==> config.mk <==
export PLATFORM = sky130hd
export DESIGN_NAME = chest_mult_sched_flat
export DESIGN_NICKNAME = d
export VERILOG_FILES = /design/src/rtl/chest_mult_sched_if.sv /design/src/rtl/chest_mult_sched.sv /design/src/flat_wrapper.sv
export SDC_FILE = /design/constraint.sdc
export NUM_CORES = 1
export LEC_CHECK = 0
export BUFFER_PORTS_ARGS = -buffer_cell sky130_fd_sc_hd__buf_2
export CORE_ASPECT_RATIO = 1.75
export CORE_UTILIZATION = 36
export CTS_BUF_LIST = sky130_fd_sc_hd__clkbuf_16
export CTS_CLUSTER_DIAMETER = 200
export DETAILED_ROUTE_END_ITERATION = 10
export PLACE_DENSITY = 0.81
export SYNTH_ARGS = -nofsm -noshare
export SYNTH_HDL_FRONTEND = slang
export SYNTH_SLANG_ARGS = --single-unit
export TNS_END_PERCENT = 100
==> constraint.sdc <==
create_clock -name clk -period 1.88 [get_ports clk]
set_input_delay 0.376 -clock clk [delete_from_list [all_inputs] [get_ports clk]]
set_output_delay 0.376 -clock clk [all_outputs]
set_load 0.005 [all_outputs]
==> src/rtl/chest_mult_sched_if.sv <==
`default_nettype none
// ============================================================================
// Module     : chest_mult_sched_if
// Description: Bundle of the job, sample, multiplier and product signals that
//              the channel-estimation multiplier scheduler exchanges.
// Revision   : 1.0 - initial release
// ============================================================================
interface chest_mult_sched_if #(
    parameter int WIDTH_R_I = 16,
    parameter int N_RE      = 4
);
    logic                   start;
    logic [2*N_RE-1:0]      nrs_bits;
    logic                   s_valid;
    logic                   s_ready;
    logic [WIDTH_R_I-1:0]   s_rx_r;
    logic [WIDTH_R_I-1:0]   s_rx_i;
    logic                   mult_en;
    logic [1:0]             mult_wr_addr;
    logic [1:0]             mult_rd_addr;
    logic [WIDTH_R_I-1:0]   mult_rx_r;
    logic [WIDTH_R_I-1:0]   mult_rx_i;
    logic                   mult_nrs_r;
    logic                   mult_nrs_i;
    logic [WIDTH_R_I-1:0]   mult_real;
    logic [WIDTH_R_I-1:0]   mult_imag;
    logic                   m_valid;
    logic [1:0]             m_idx;
    logic [WIDTH_R_I-1:0]   m_real;
    logic [WIDTH_R_I-1:0]   m_imag;
    logic                   busy;
    logic                   done;

    // Environment side: job source, sample source, multiplier and estimator
    modport master (
        output start, nrs_bits, s_valid, s_rx_r, s_rx_i, mult_real, mult_imag,
        input  s_ready, mult_en, mult_wr_addr, mult_rd_addr, mult_rx_r,
               mult_rx_i, mult_nrs_r, mult_nrs_i, m_valid, m_idx, m_real,
               m_imag, busy, done
    );

    // Scheduler side
    modport slave (
        input  start, nrs_bits, s_valid, s_rx_r, s_rx_i, mult_real, mult_imag,
        output s_ready, mult_en, mult_wr_addr, mult_rd_addr, mult_rx_r,
               mult_rx_i, mult_nrs_r, mult_nrs_i, m_valid, m_idx, m_real,
               m_imag, busy, done
    );
endinterface
`default_nettype wire

==> src/rtl/chest_mult_sched.sv <==
`default_nettype none
// ============================================================================
// Module     : chest_mult_sched
// Description: Schedules N_RE received NRS resource elements of one job into a
//              fixed-latency (2 cycle) complex multiplier and tags the returning
//              products with their RE index.
// Revision   : 1.0 - initial release
// ============================================================================
module chest_mult_sched #(
    parameter int WIDTH_R_I = 16,
    parameter int N_RE      = 4
) (
    input  logic                 clk,
    input  logic                 rst,
    chest_mult_sched_if.slave    bus
);

    localparam int               CNT_W     = $clog2(N_RE + 1);
    localparam logic [CNT_W-1:0] C_N_RE    = CNT_W'(N_RE);
    localparam logic [CNT_W-1:0] C_LAST_RE = CNT_W'(N_RE - 1);

    typedef enum logic [1:0] {
        IDLE  = 2'd0,
        RUN   = 2'd1,
        DRAIN = 2'd2,
        DONE  = 2'd3
    } state_t;

    state_t                state_q, state_d;
    logic [2*N_RE-1:0]     nrs_q, nrs_d;
    logic [CNT_W-1:0]      issue_cnt_q, issue_cnt_d;
    logic [CNT_W-1:0]      retire_cnt_q, retire_cnt_d;
    logic [1:0]            rd_addr_q, rd_addr_d;
    logic                  v1_q, v1_d;
    logic [1:0]            idx1_q, idx1_d;
    logic                  v2_q, v2_d;
    logic [1:0]            idx2_q, idx2_d;
    logic                  busy_q, busy_d;
    logic                  done_q, done_d;
    logic                  mult_en_q, mult_en_d;

    logic                  w_ready;
    logic                  w_issue;
    logic [1:0]            w_k;
    logic [WIDTH_R_I-1:0]  w_prod_r;
    logic [WIDTH_R_I-1:0]  w_prod_i;

    // Issue slot is the current issue count; it cannot wrap because s_ready
    // drops once all N_RE samples have been taken.
    assign w_ready  = (state_q == RUN) && (issue_cnt_q < C_N_RE);
    assign w_issue  = bus.s_valid && w_ready;
    assign w_k      = issue_cnt_q[1:0];
    assign w_prod_r = bus.mult_real;
    assign w_prod_i = bus.mult_imag;

    assign bus.s_ready      = w_ready;
    assign bus.mult_wr_addr = w_ready ? w_k : 2'd0;
    assign bus.mult_rx_r    = bus.s_rx_r;
    assign bus.mult_rx_i    = bus.s_rx_i;
    assign bus.mult_nrs_r   = nrs_q[{w_k, 1'b1}];
    assign bus.mult_nrs_i   = nrs_q[{w_k, 1'b0}];
    assign bus.mult_rd_addr = rd_addr_q;
    assign bus.m_valid      = v2_q;
    assign bus.m_idx        = idx2_q;
    assign bus.m_real       = w_prod_r;
    assign bus.m_imag       = w_prod_i;
    assign bus.busy         = busy_q;
    assign bus.done         = done_q;
    assign bus.mult_en      = mult_en_q;

    // Next-state: job FSM, counters, two-stage index tag pipeline, outputs
    always_comb begin
        state_d      = state_q;
        nrs_d        = nrs_q;
        issue_cnt_d  = issue_cnt_q;
        retire_cnt_d = retire_cnt_q;
        rd_addr_d    = rd_addr_q;
        v1_d         = w_issue;
        idx1_d       = w_k;
        v2_d         = v1_q;
        idx2_d       = idx1_q;

        if (w_issue) begin
            rd_addr_d   = w_k;
            issue_cnt_d = issue_cnt_q + 1'b1;
        end
        if (v2_q) begin
            retire_cnt_d = retire_cnt_q + 1'b1;
        end

        case (state_q)
            IDLE: begin
                if (bus.start) begin
                    state_d      = RUN;
                    nrs_d        = bus.nrs_bits;
                    issue_cnt_d  = '0;
                    retire_cnt_d = '0;
                end
            end
            RUN: begin
                if (w_issue && (issue_cnt_q == C_LAST_RE)) begin
                    state_d = DRAIN;
                end
            end
            DRAIN: begin
                // Leave as the last product retires so DONE follows it directly
                if (v2_q && (retire_cnt_q == C_LAST_RE)) begin
                    state_d = DONE;
                end
            end
            default: begin
                state_d = IDLE;
            end
        endcase

        busy_d    = (state_d == RUN) || (state_d == DRAIN);
        mult_en_d = busy_d;
        done_d    = (state_d == DONE);
    end

    // State register with synchronous reset that also aborts in-flight tags
    always_ff @(posedge clk) begin
        if (rst) begin
            state_q      <= IDLE;
            nrs_q        <= '0;
            issue_cnt_q  <= '0;
            retire_cnt_q <= '0;
            rd_addr_q    <= 2'd0;
            v1_q         <= 1'b0;
            idx1_q       <= 2'd0;
            v2_q         <= 1'b0;
            idx2_q       <= 2'd0;
            busy_q       <= 1'b0;
            done_q       <= 1'b0;
            mult_en_q    <= 1'b0;
        end else begin
            state_q      <= state_d;
            nrs_q        <= nrs_d;
            issue_cnt_q  <= issue_cnt_d;
            retire_cnt_q <= retire_cnt_d;
            rd_addr_q    <= rd_addr_d;
            v1_q         <= v1_d;
            idx1_q       <= idx1_d;
            v2_q         <= v2_d;
            idx2_q       <= idx2_d;
            busy_q       <= busy_d;
            done_q       <= done_d;
            mult_en_q    <= mult_en_d;
        end
    end

endmodule
`default_nettype wire

==> src/flat_wrapper.sv <==
// flat-port wrapper written by rule: the top's interface ports become plain ports
module chest_mult_sched_flat 
#(
    parameter int WIDTH_R_I = 16,
    parameter int N_RE      = 4
)
  (clk, rst, bus_start, bus_nrs_bits, bus_s_valid, bus_s_rx_r, bus_s_rx_i, bus_mult_real, bus_mult_imag, bus_s_ready, bus_mult_en, bus_mult_wr_addr, bus_mult_rd_addr, bus_mult_rx_r, bus_mult_rx_i, bus_mult_nrs_r, bus_mult_nrs_i, bus_m_valid, bus_m_idx, bus_m_real, bus_m_imag, bus_busy, bus_done);
  chest_mult_sched_if #(.WIDTH_R_I(WIDTH_R_I), .N_RE(N_RE)) bus_i ();
  input  logic clk;
  input  logic rst;
  input wire logic [$bits(bus_i.start)-1:0] bus_start;
  input wire logic [$bits(bus_i.nrs_bits)-1:0] bus_nrs_bits;
  input wire logic [$bits(bus_i.s_valid)-1:0] bus_s_valid;
  input wire logic [$bits(bus_i.s_rx_r)-1:0] bus_s_rx_r;
  input wire logic [$bits(bus_i.s_rx_i)-1:0] bus_s_rx_i;
  input wire logic [$bits(bus_i.mult_real)-1:0] bus_mult_real;
  input wire logic [$bits(bus_i.mult_imag)-1:0] bus_mult_imag;
  output wire logic [$bits(bus_i.s_ready)-1:0] bus_s_ready;
  output wire logic [$bits(bus_i.mult_en)-1:0] bus_mult_en;
  output wire logic [$bits(bus_i.mult_wr_addr)-1:0] bus_mult_wr_addr;
  output wire logic [$bits(bus_i.mult_rd_addr)-1:0] bus_mult_rd_addr;
  output wire logic [$bits(bus_i.mult_rx_r)-1:0] bus_mult_rx_r;
  output wire logic [$bits(bus_i.mult_rx_i)-1:0] bus_mult_rx_i;
  output wire logic [$bits(bus_i.mult_nrs_r)-1:0] bus_mult_nrs_r;
  output wire logic [$bits(bus_i.mult_nrs_i)-1:0] bus_mult_nrs_i;
  output wire logic [$bits(bus_i.m_valid)-1:0] bus_m_valid;
  output wire logic [$bits(bus_i.m_idx)-1:0] bus_m_idx;
  output wire logic [$bits(bus_i.m_real)-1:0] bus_m_real;
  output wire logic [$bits(bus_i.m_imag)-1:0] bus_m_imag;
  output wire logic [$bits(bus_i.busy)-1:0] bus_busy;
  output wire logic [$bits(bus_i.done)-1:0] bus_done;
  assign bus_i.start = bus_start;
  assign bus_i.nrs_bits = bus_nrs_bits;
  assign bus_i.s_valid = bus_s_valid;
  assign bus_i.s_rx_r = bus_s_rx_r;
  assign bus_i.s_rx_i = bus_s_rx_i;
  assign bus_i.mult_real = bus_mult_real;
  assign bus_i.mult_imag = bus_mult_imag;
  assign bus_s_ready = bus_i.s_ready;
  assign bus_mult_en = bus_i.mult_en;
  assign bus_mult_wr_addr = bus_i.mult_wr_addr;
  assign bus_mult_rd_addr = bus_i.mult_rd_addr;
  assign bus_mult_rx_r = bus_i.mult_rx_r;
  assign bus_mult_rx_i = bus_i.mult_rx_i;
  assign bus_mult_nrs_r = bus_i.mult_nrs_r;
  assign bus_mult_nrs_i = bus_i.mult_nrs_i;
  assign bus_m_valid = bus_i.m_valid;
  assign bus_m_idx = bus_i.m_idx;
  assign bus_m_real = bus_i.m_real;
  assign bus_m_imag = bus_i.m_imag;
  assign bus_busy = bus_i.busy;
  assign bus_done = bus_i.done;
  chest_mult_sched #(.WIDTH_R_I(WIDTH_R_I), .N_RE(N_RE)) u_core (.clk(clk), .rst(rst), .bus(bus_i));
endmodule
; ---- Word level (Yosys, flattened, before mapping)
; Index checks and enable logic that the tools add are counted.
[classes]
order_cmp = 3
n_addsub = 2
eq_ne = 7
n_reduce_logical = 7
muxes = 15
[ops]
columns = cell, count
row1 = two-way mux 3 bit, 6
row2 = "< comparator 3 x 4 -> 1 bit, second input constant", 2
row3 = two-way mux 2 bit, 4
row4 = "adder 3 x 1 -> 3 bit, second input constant", 2
row5 = "== test 2 bit, second input constant", 3
row6 = "== test 3 x 2 -> 1 bit, second input constant", 2
row7 = one-hot mux 2 bit (3 select lines), 1
row8 = binary-select mux 1 bit (select 2 bit), 2
row9 = "== test 2 x 1 -> 1 bit, second input constant", 2
row10 = logical AND 1 bit, 4
row11 = "< comparator 3 bit, second input constant", 1
row12 = zero test 2 bit, 1
row13 = two-way mux 1 bit, 2
row14 = AND reduction 2 bit, 1
row15 = logical OR 1 bit, 1
[word_totals]
ff_bits = 26
elab_cells = 45

; ---- Logic depth before layout (Yosys ltp)
[logic_depth]
depth_word = 8
mapped_depth = 6
mapped_depth_nobuf = 6

; ---- Least setup slack after synthesis
; OpenSTA, ideal clock, no wires.
[synth_timing]
path_kind = register -> register
start = register u_core.issue_cnt_q[0]
end = register u_core.busy_q, in the netlist u_core.bus.busy
slack_ps = 204
path_stages_with_launch = 7
required_ps = 1752
synth_period_minus_slack_ps = 1676
arrival_ps = 1548
path_buffers = 0
path_cell_list = dfxtp_1 -> ha_1 -> ha_1 -> and4b_1 -> mux2_2 -> ha_1 -> nor2b_1
[synth_via]
elab_chain_cells = 8
[synth_lines]
columns = element, line
row1 = "start, declared", chest_mult_sched.sv:31  ; logic [CNT_W-1:0] issue_cnt_q, issue_cnt_d;
row2 = "start signal, assigned", chest_mult_sched.sv:139  ; issue_cnt_q <= issue_cnt_d;
row3 = < comparator 3 bit, chest_mult_sched.sv:50  ; assign w_ready = (state_q == RUN) && (issue_cnt_q < C_N_RE);
row4 = logical AND 1 bit, chest_mult_sched.sv:50
row5 = logical AND 1 bit, chest_mult_sched.sv:51  ; assign w_issue = bus.s_valid && w_ready;
row6 = logical AND 1 bit (*), chest_mult_sched.sv:101  ; if (w_issue && (issue_cnt_q == C_LAST_RE)) begin
row7 = two-way mux 2 bit (*), chest_mult_sched.sv:101
row8 = one-hot mux 2 bit (3 select lines) (*), chest_mult_sched.sv:91  ; case (state_q)
row9 = net u_core.state_d[1], chest_mult_sched.sv:29  ; state_t state_q, state_d;
row10 = == test 2 x 1 -> 1 bit or == test 2 bit (tied branches), chest_mult_sched.sv:116  ; busy_d = (state_d == RUN) || (state_d == DRAIN);
row11 = logical OR 1 bit (*), chest_mult_sched.sv:116
row12 = net u_core.busy_d, chest_mult_sched.sv:38  ; logic busy_q, busy_d;
row13 = "end signal, assigned", chest_mult_sched.sv:146  ; busy_q <= busy_d;
row14 = "end, declared", chest_mult_sched.sv:38
; Mark *: on every way through the listed nets, which the timed path passes. The rest lies on a longest branch.
; A chain may end at the register's enable or synchronous reset.

; ---- Worst setup path after layout
[layout_timing]
start = register u_core.issue_cnt_q[0]
end = output port bus_mult_nrs_i
[layout_via]
elab_chain_cells = 2
[layout_lines]
columns = element, line
row1 = binary-select mux 1 bit (select 2 bit), chest_mult_sched.sv:61  ; assign bus.mult_nrs_i = nrs_q[{w_k, 1'b0}];
row2 = two-way mux 1 bit (not written as such), chest_mult_sched.sv:61
row3 = "end, declared", flat_wrapper.sv:25  ; output wire logic [$bits(bus_i.mult_nrs_i)-1:0] bus_mult_nrs_i;
; No other way between the ends. The select of a mux whose other input is x is not followed.

==> report_table.html <==
<table>
<tr><th>Metric</th><th>Value</th></tr>
<tr><th colspan="2">Status</th></tr>
<tr><td>Status</td><td>complete, no violations</td></tr>
<tr><th colspan="2">GRT</th></tr>
<tr><td>Wire length of the first global-routing pass</td><td>about 3800 microns</td></tr>
<tr><td>Number of antenna violations at the first check in global routing</td><td>0</td></tr>
<tr><td>Total gr overflow</td><td>0</td></tr>
<tr><td>Vias in the first global route</td><td>slightly above 800</td></tr>
<tr><td>Pin count of the biggest net entering global routing</td><td>22</td></tr>
<tr><td>Total global-route track usage</td><td>about 12%</td></tr>
<tr><th colspan="2">Timing</th></tr>
<tr><td>Min Tclk post-route</td><td>between 1.5 and 2 ns</td></tr>
<tr><td>Slew at the pin closest to its max-slew limit</td><td>~0.38 ns</td></tr>
<tr><td>Total negative setup slack</td><td>0 ns</td></tr>
<tr><td>Number of hold violations in the final report</td><td>0</td></tr>
<tr><td>Setup repair after global routing missed its margin</td><td>false</td></tr>
<tr><td>Worst Skew</td><td>approximately 0.0057 ns</td></tr>
<tr><td>Slack of the critical path</td><td>just over 0.1 ns</td></tr>
<tr><td>Fin. max-slew vios</td><td>0</td></tr>
<tr><td>Worst slew margin</td><td>between 70 and 80%</td></tr>
<tr><td>Final-layout worst hold slack</td><td>around 0.35 ns</td></tr>
<tr><td>Max frequency</td><td>between 500 and 600 MHz</td></tr>
<tr><td>Number of setup violations in the final report</td><td>0</td></tr>
<tr><td>Part of the cycle the worst path needs</td><td>a little over nine tenths</td></tr>
<tr><th colspan="2">Detailed routing</th></tr>
<tr><td>Antenna-violating nets left</td><td>0</td></tr>
<tr><td>Vias</td><td>811</td></tr>
<tr><td>First-pass iteration count of the detailed router</td><td>2</td></tr>
<tr><td>Aggregate routed wire length</td><td>roughly 2500 microns</td></tr>
<tr><td>Post-detailed-route via-to-cell ratio</td><td>approximately 4.8</td></tr>
<tr><td>Wire per inst</td><td>15.0 microns</td></tr>
<tr><td>Number of DRC violations after detailed routing</td><td>0</td></tr>
<tr><td>Number of violations reported at the end of detailed-routing iteration 0</td><td>14</td></tr>
<tr><th colspan="2">Synthesis</th></tr>
<tr><td>Post-synthesis register bit count</td><td>26</td></tr>
<tr><td>Number of unique standard cell types used by synthesis</td><td>24</td></tr>
<tr><td>Async set or reset register ratio after synthesis</td><td>0%</td></tr>
<tr><td>Fraction of synthesized cell area taken by the top area cell type</td><td>34.1%</td></tr>
<tr><td>Commonest register cell after synthesis</td><td>sky130_fd_sc_hd__dfxtp_1</td></tr>
<tr><td>Nets in the synthesized netlist</td><td>240</td></tr>
<tr><td>Most common cell in the netlist</td><td>sky130_fd_sc_hd__buf_4</td></tr>
<tr><td>Syn Area/Cell</td><td>around 9.6 sq um</td></tr>
<tr><td>Post-synthesis instance total</td><td>between 150 and 200</td></tr>
<tr><td>Share of the yosys chip area belonging to registers</td><td>between 30% and 40%</td></tr>
<tr><td>Number of synthesized flops with an enable pin</td><td>0</td></tr>
<tr><td>Synth top area cells</td><td>sky130_fd_sc_hd__dfxtp_1 (34%), sky130_fd_sc_hd__buf_4 (32%), sky130_fd_sc_hd__mux2i_1 (7.9%)</td></tr>
<tr><td>Total of warnings raised by yosys</td><td>0</td></tr>
<tr><td>Most instantiated cells after synthesis</td><td>sky130_fd_sc_hd__buf_4 (65), sky130_fd_sc_hd__dfxtp_1 (26), sky130_fd_sc_hd__nor2_1 (15), sky130_fd_sc_hd__mux2i_1 (12), sky130_fd_sc_hd__nor2b_1 (10)</td></tr>
<tr><td>Post-synth design cell area</td><td>roughly 0.0015 sq mm</td></tr>
<tr><td>Area leader, netlist</td><td>sky130_fd_sc_hd__dfxtp_1</td></tr>
<tr><th colspan="2">Clock network</th></tr>
<tr><td>Number of buffers added for setup after CTS</td><td>0</td></tr>
<tr><td>TritonCTS clock tree</td><td>built</td></tr>
<tr><td>Post-CTS sizing</td><td>0</td></tr>
<tr><td>Number of H-tree branching levels</td><td>1</td></tr>
<tr><td>Number of buffers inserted during clock tree synthesis</td><td>3</td></tr>
<tr><td>Root Buffer Master</td><td>sky130_fd_sc_hd__clkbuf_16</td></tr>
<tr><td>Clk Latency, worst-skew pair</td><td>roughly 0.26 ns</td></tr>
<tr><td>Clock slew at reported path FFs</td><td>roughly 0.070 ns</td></tr>
<tr><td>Buffer levels on the longest clock path</td><td>2</td></tr>
<tr><td>Clock tree sinks</td><td>26</td></tr>
<tr><td>Count of hold buffers inserted by post-cts repair</td><td>0</td></tr>
<tr><th colspan="2">Placement</th></tr>
<tr><td>Post-DP HPWL</td><td>1910 microns</td></tr>
<tr><td>Count of buffers inserted at the top-level ports</td><td>24</td></tr>
<tr><td>Setup WS pre-CTS</td><td>0.237 ns</td></tr>
<tr><td>Routability-driven placement congestion ratio</td><td>approximately 0.74</td></tr>
<tr><th colspan="2">Setup path</th></tr>
<tr><td>Library cell contributing the largest single delay on the critical path</td><td>sky130_fd_sc_hd__mux4_2</td></tr>
<tr><td>Worst Path Required</td><td>~1.5 ns</td></tr>
<tr><td>Crit path arrival time</td><td>1.40 ns</td></tr>
<tr><td>Endpoint class of the critical path</td><td>output port</td></tr>
<tr><td>Depth of the critical timing path with buffers and inverters included</td><td>3</td></tr>
<tr><td>Destination of the worst register-to-register timing path</td><td>u_core.bus.busy</td></tr>
<tr><td>Largest stage delay on the critical path</td><td>about 0.5 ns</td></tr>
<tr><td>Worst setup path end</td><td>bus_mult_nrs_i</td></tr>
<tr><td>Cell Chain, Critical Path</td><td>buf_4 -&gt; mux4_2 -&gt; buf_2</td></tr>
<tr><td>R2r startpoint</td><td>u_core.issue_cnt_q[0]</td></tr>
<tr><td>Buffers &amp; Inverters on Critical Path</td><td>2</td></tr>
<tr><td>Largest fanout on the critical path</td><td>6</td></tr>
<tr><td>Depth of the worst register-to-register path</td><td>6</td></tr>
<tr><td>Reg2Reg Setup Slack</td><td>around 0.23 ns</td></tr>
<tr><td>Startpoint type of the worst setup path</td><td>flop</td></tr>
<tr><td>Start point of the critical path</td><td>u_core.issue_cnt_q[0]</td></tr>
<tr><td>Setup CP Type</td><td>reg2out</td></tr>
<tr><td>Largest delay share family, worst path</td><td>multiplexers</td></tr>
<tr><th colspan="2">Power and ir drop</th></tr>
<tr><td>Internal power summed over all cells</td><td>between 1 and 1.5 mW</td></tr>
<tr><td>Combinational cell fraction of total power</td><td>6.9%</td></tr>
<tr><td>Fraction of power consumed by sequential logic</td><td>about 45%</td></tr>
<tr><td>Power density over cell area</td><td>between 900 and 1000 mW/mm^2</td></tr>
<tr><td>Sw Ratio</td><td>between 10% and 20%</td></tr>
<tr><td>Part of the total power dissipated in the clock network</td><td>a little under half</td></tr>
<tr><td>Leakage</td><td>approximately 0.57 nW</td></tr>
<tr><td>Peak supply drop</td><td>around 580 uV</td></tr>
<tr><td>Net switching power</td><td>between 200 and 250 uW</td></tr>
<tr><th colspan="2">Layout</th></tr>
<tr><td>Post-synthesis to final-layout area growth</td><td>-14.0%</td></tr>
<tr><td>Fraction of final layout cells sized beyond drive strength 1</td><td>approximately 30%</td></tr>
<tr><td>NumNets Final</td><td>slightly above 200</td></tr>
<tr><td>Number of filler cells placed in the layout</td><td>449</td></tr>
<tr><td>Number of inserted diodes</td><td>0</td></tr>
<tr><th colspan="2">Floorplan</th></tr>
<tr><td>Initial Utilization</td><td>approximately 37%</td></tr>
<tr><td>Placeable core region</td><td>0.00411 sq mm</td></tr>
<tr><td>Die width</td><td>approximately 51 microns</td></tr>
<tr><td>Die Span Y</td><td>just under 90 microns</td></tr>
<tr><td>Total Die Area</td><td>0.00452 sq mm</td></tr>
<tr><td>IO Pins</td><td>approximately 150</td></tr>
<tr><td>Number of standard-cell rows in the floorplan</td><td>31</td></tr>
<tr><th colspan="2">Flow run</th></tr>
<tr><td>Max-capacitance violation count</td><td>0</td></tr>
<tr><th colspan="2">Worst hold path</th></tr>
<tr><td>Min-delay worst type</td><td>in2reg</td></tr>
<tr><td>HP Start</td><td>bus_nrs_bits[4]</td></tr>
</table>
[final cells by class]
cell class	count	area [sq um]	share of cell area (%)
multi-input cells	60	473	36.0
inverters	3	11.3	0.857
repair buffers	27	143	10.9
flip-flops and latches	26	520	39.6
clock buffers	3	75.1	5.71
clock inverters	1	30.0	2.29
well taps	49	61.3	4.67
[kinds of logic (layout without fill, tap and decap cells)]
group / count (synthesis) / in the layout / share of synthesized area [%]
and+or+nand+nor: 35 / 35 / 12.5
buffers and inverters: 73 / 34 / 35.0
muxes: 15 / 15 / 11.5
adders and majority gates: 5 / 5 / 4.10
xor gates and xnor gates: 2 / 2 / 1.15
DFF: 26 / 26 / 34.1
AOI/OAI and AO/OA: 3 / 3 / 1.64
[per-stage QoR]
step                cells  power (mW)  utilization [%]  cell area, sq um
floorplan             159       0.763                -              1530
global placement      165       0.678             29.4              1210
detailed placement    165       0.680             29.4              1210
CTS                   169        1.30             32.0              1310
global route          169        1.34             32.0              1310
finish                169        1.28             32.0              1310
[per-layer routing]
layer,GRT usage (%),up-vias,share of wire [%]
met4,18.9,0,13
met5,0,-,0
li1,-,364,-
met3,4.34,49,12
met1,9.77,358,32
met2,17.9,40,43
[sequential cells by signal (all words and copies together) (netlist names)]
| register | cells |
|---|---|
| u_core.bus.m_idx | 2 |
| u_core.issue_cnt_q | 3 |
| u_core.state_q | 2 |
| u_core.retire_cnt_q | 3 |
| u_core.bus.busy | 1 |
| u_core.v1_q | 1 |
| u_core.bus.m_valid | 1 |
| u_core.bus.done | 1 |
| u_core.bus.mult_rd_addr | 2 |
| u_core.nrs_q | 8 |
| u_core.idx1_q | 2 |
[how the worst min path moves through the flow]
stage / end / cells past startpoint / slack, ns
6_report: u_core.nrs_q[4] / 3 / 0.35
5_1_grt: u_core.nrs_q[7] / 3 / 0.36
4_1_cts: u_core.nrs_q[4] / 3 / 0.35
3_5_place_dp: u_core.bus.m_valid / 1 / 0.42
3_3_place_gp: u_core.bus.m_valid / 1 / 0.42
2_1_floorplan: u_core.bus.m_idx[0] / 1 / 0.41
[power by group through the flow]
stage	clock, mW	combinational [mW]	sequential, mW
after floorplan	0	0.173	0.591
after global placement	0	0.0876	0.590
after detailed placement	0	0.0894	0.591
after CTS	0.632	0.0899	0.578
after global routing	0.658	0.0973	0.580
final	0.613	0.0882	0.578
[layout by cell type, fill, tap and decap left out, types with 2 or more instances in the layout]
master and instances:
sky130_fd_sc_hd__nor3_1 2, sky130_fd_sc_hd__buf_4 3, sky130_fd_sc_hd__clkbuf_16 3, sky130_fd_sc_hd__and2_1 2, sky130_fd_sc_hd__buf_2 24, sky130_fd_sc_hd__ha_1 5, sky130_fd_sc_hd__inv_1 3, sky130_fd_sc_hd__nor2b_1 10
sky130_fd_sc_hd__nor2_1 15, sky130_fd_sc_hd__mux2i_1 12, sky130_fd_sc_hd__mux4_2 2, sky130_fd_sc_hd__xnor2_1 2, sky130_fd_sc_hd__dfxtp_1 26
[tightest hold or removal path, cell delays in order]
cell and delay [ns]:
sky130_fd_sc_hd__buf_2 0.07, sky130_fd_sc_hd__mux2i_1 0.06, sky130_fd_sc_hd__nor2_1 0.07
Power figures use the tool's default switching activity.
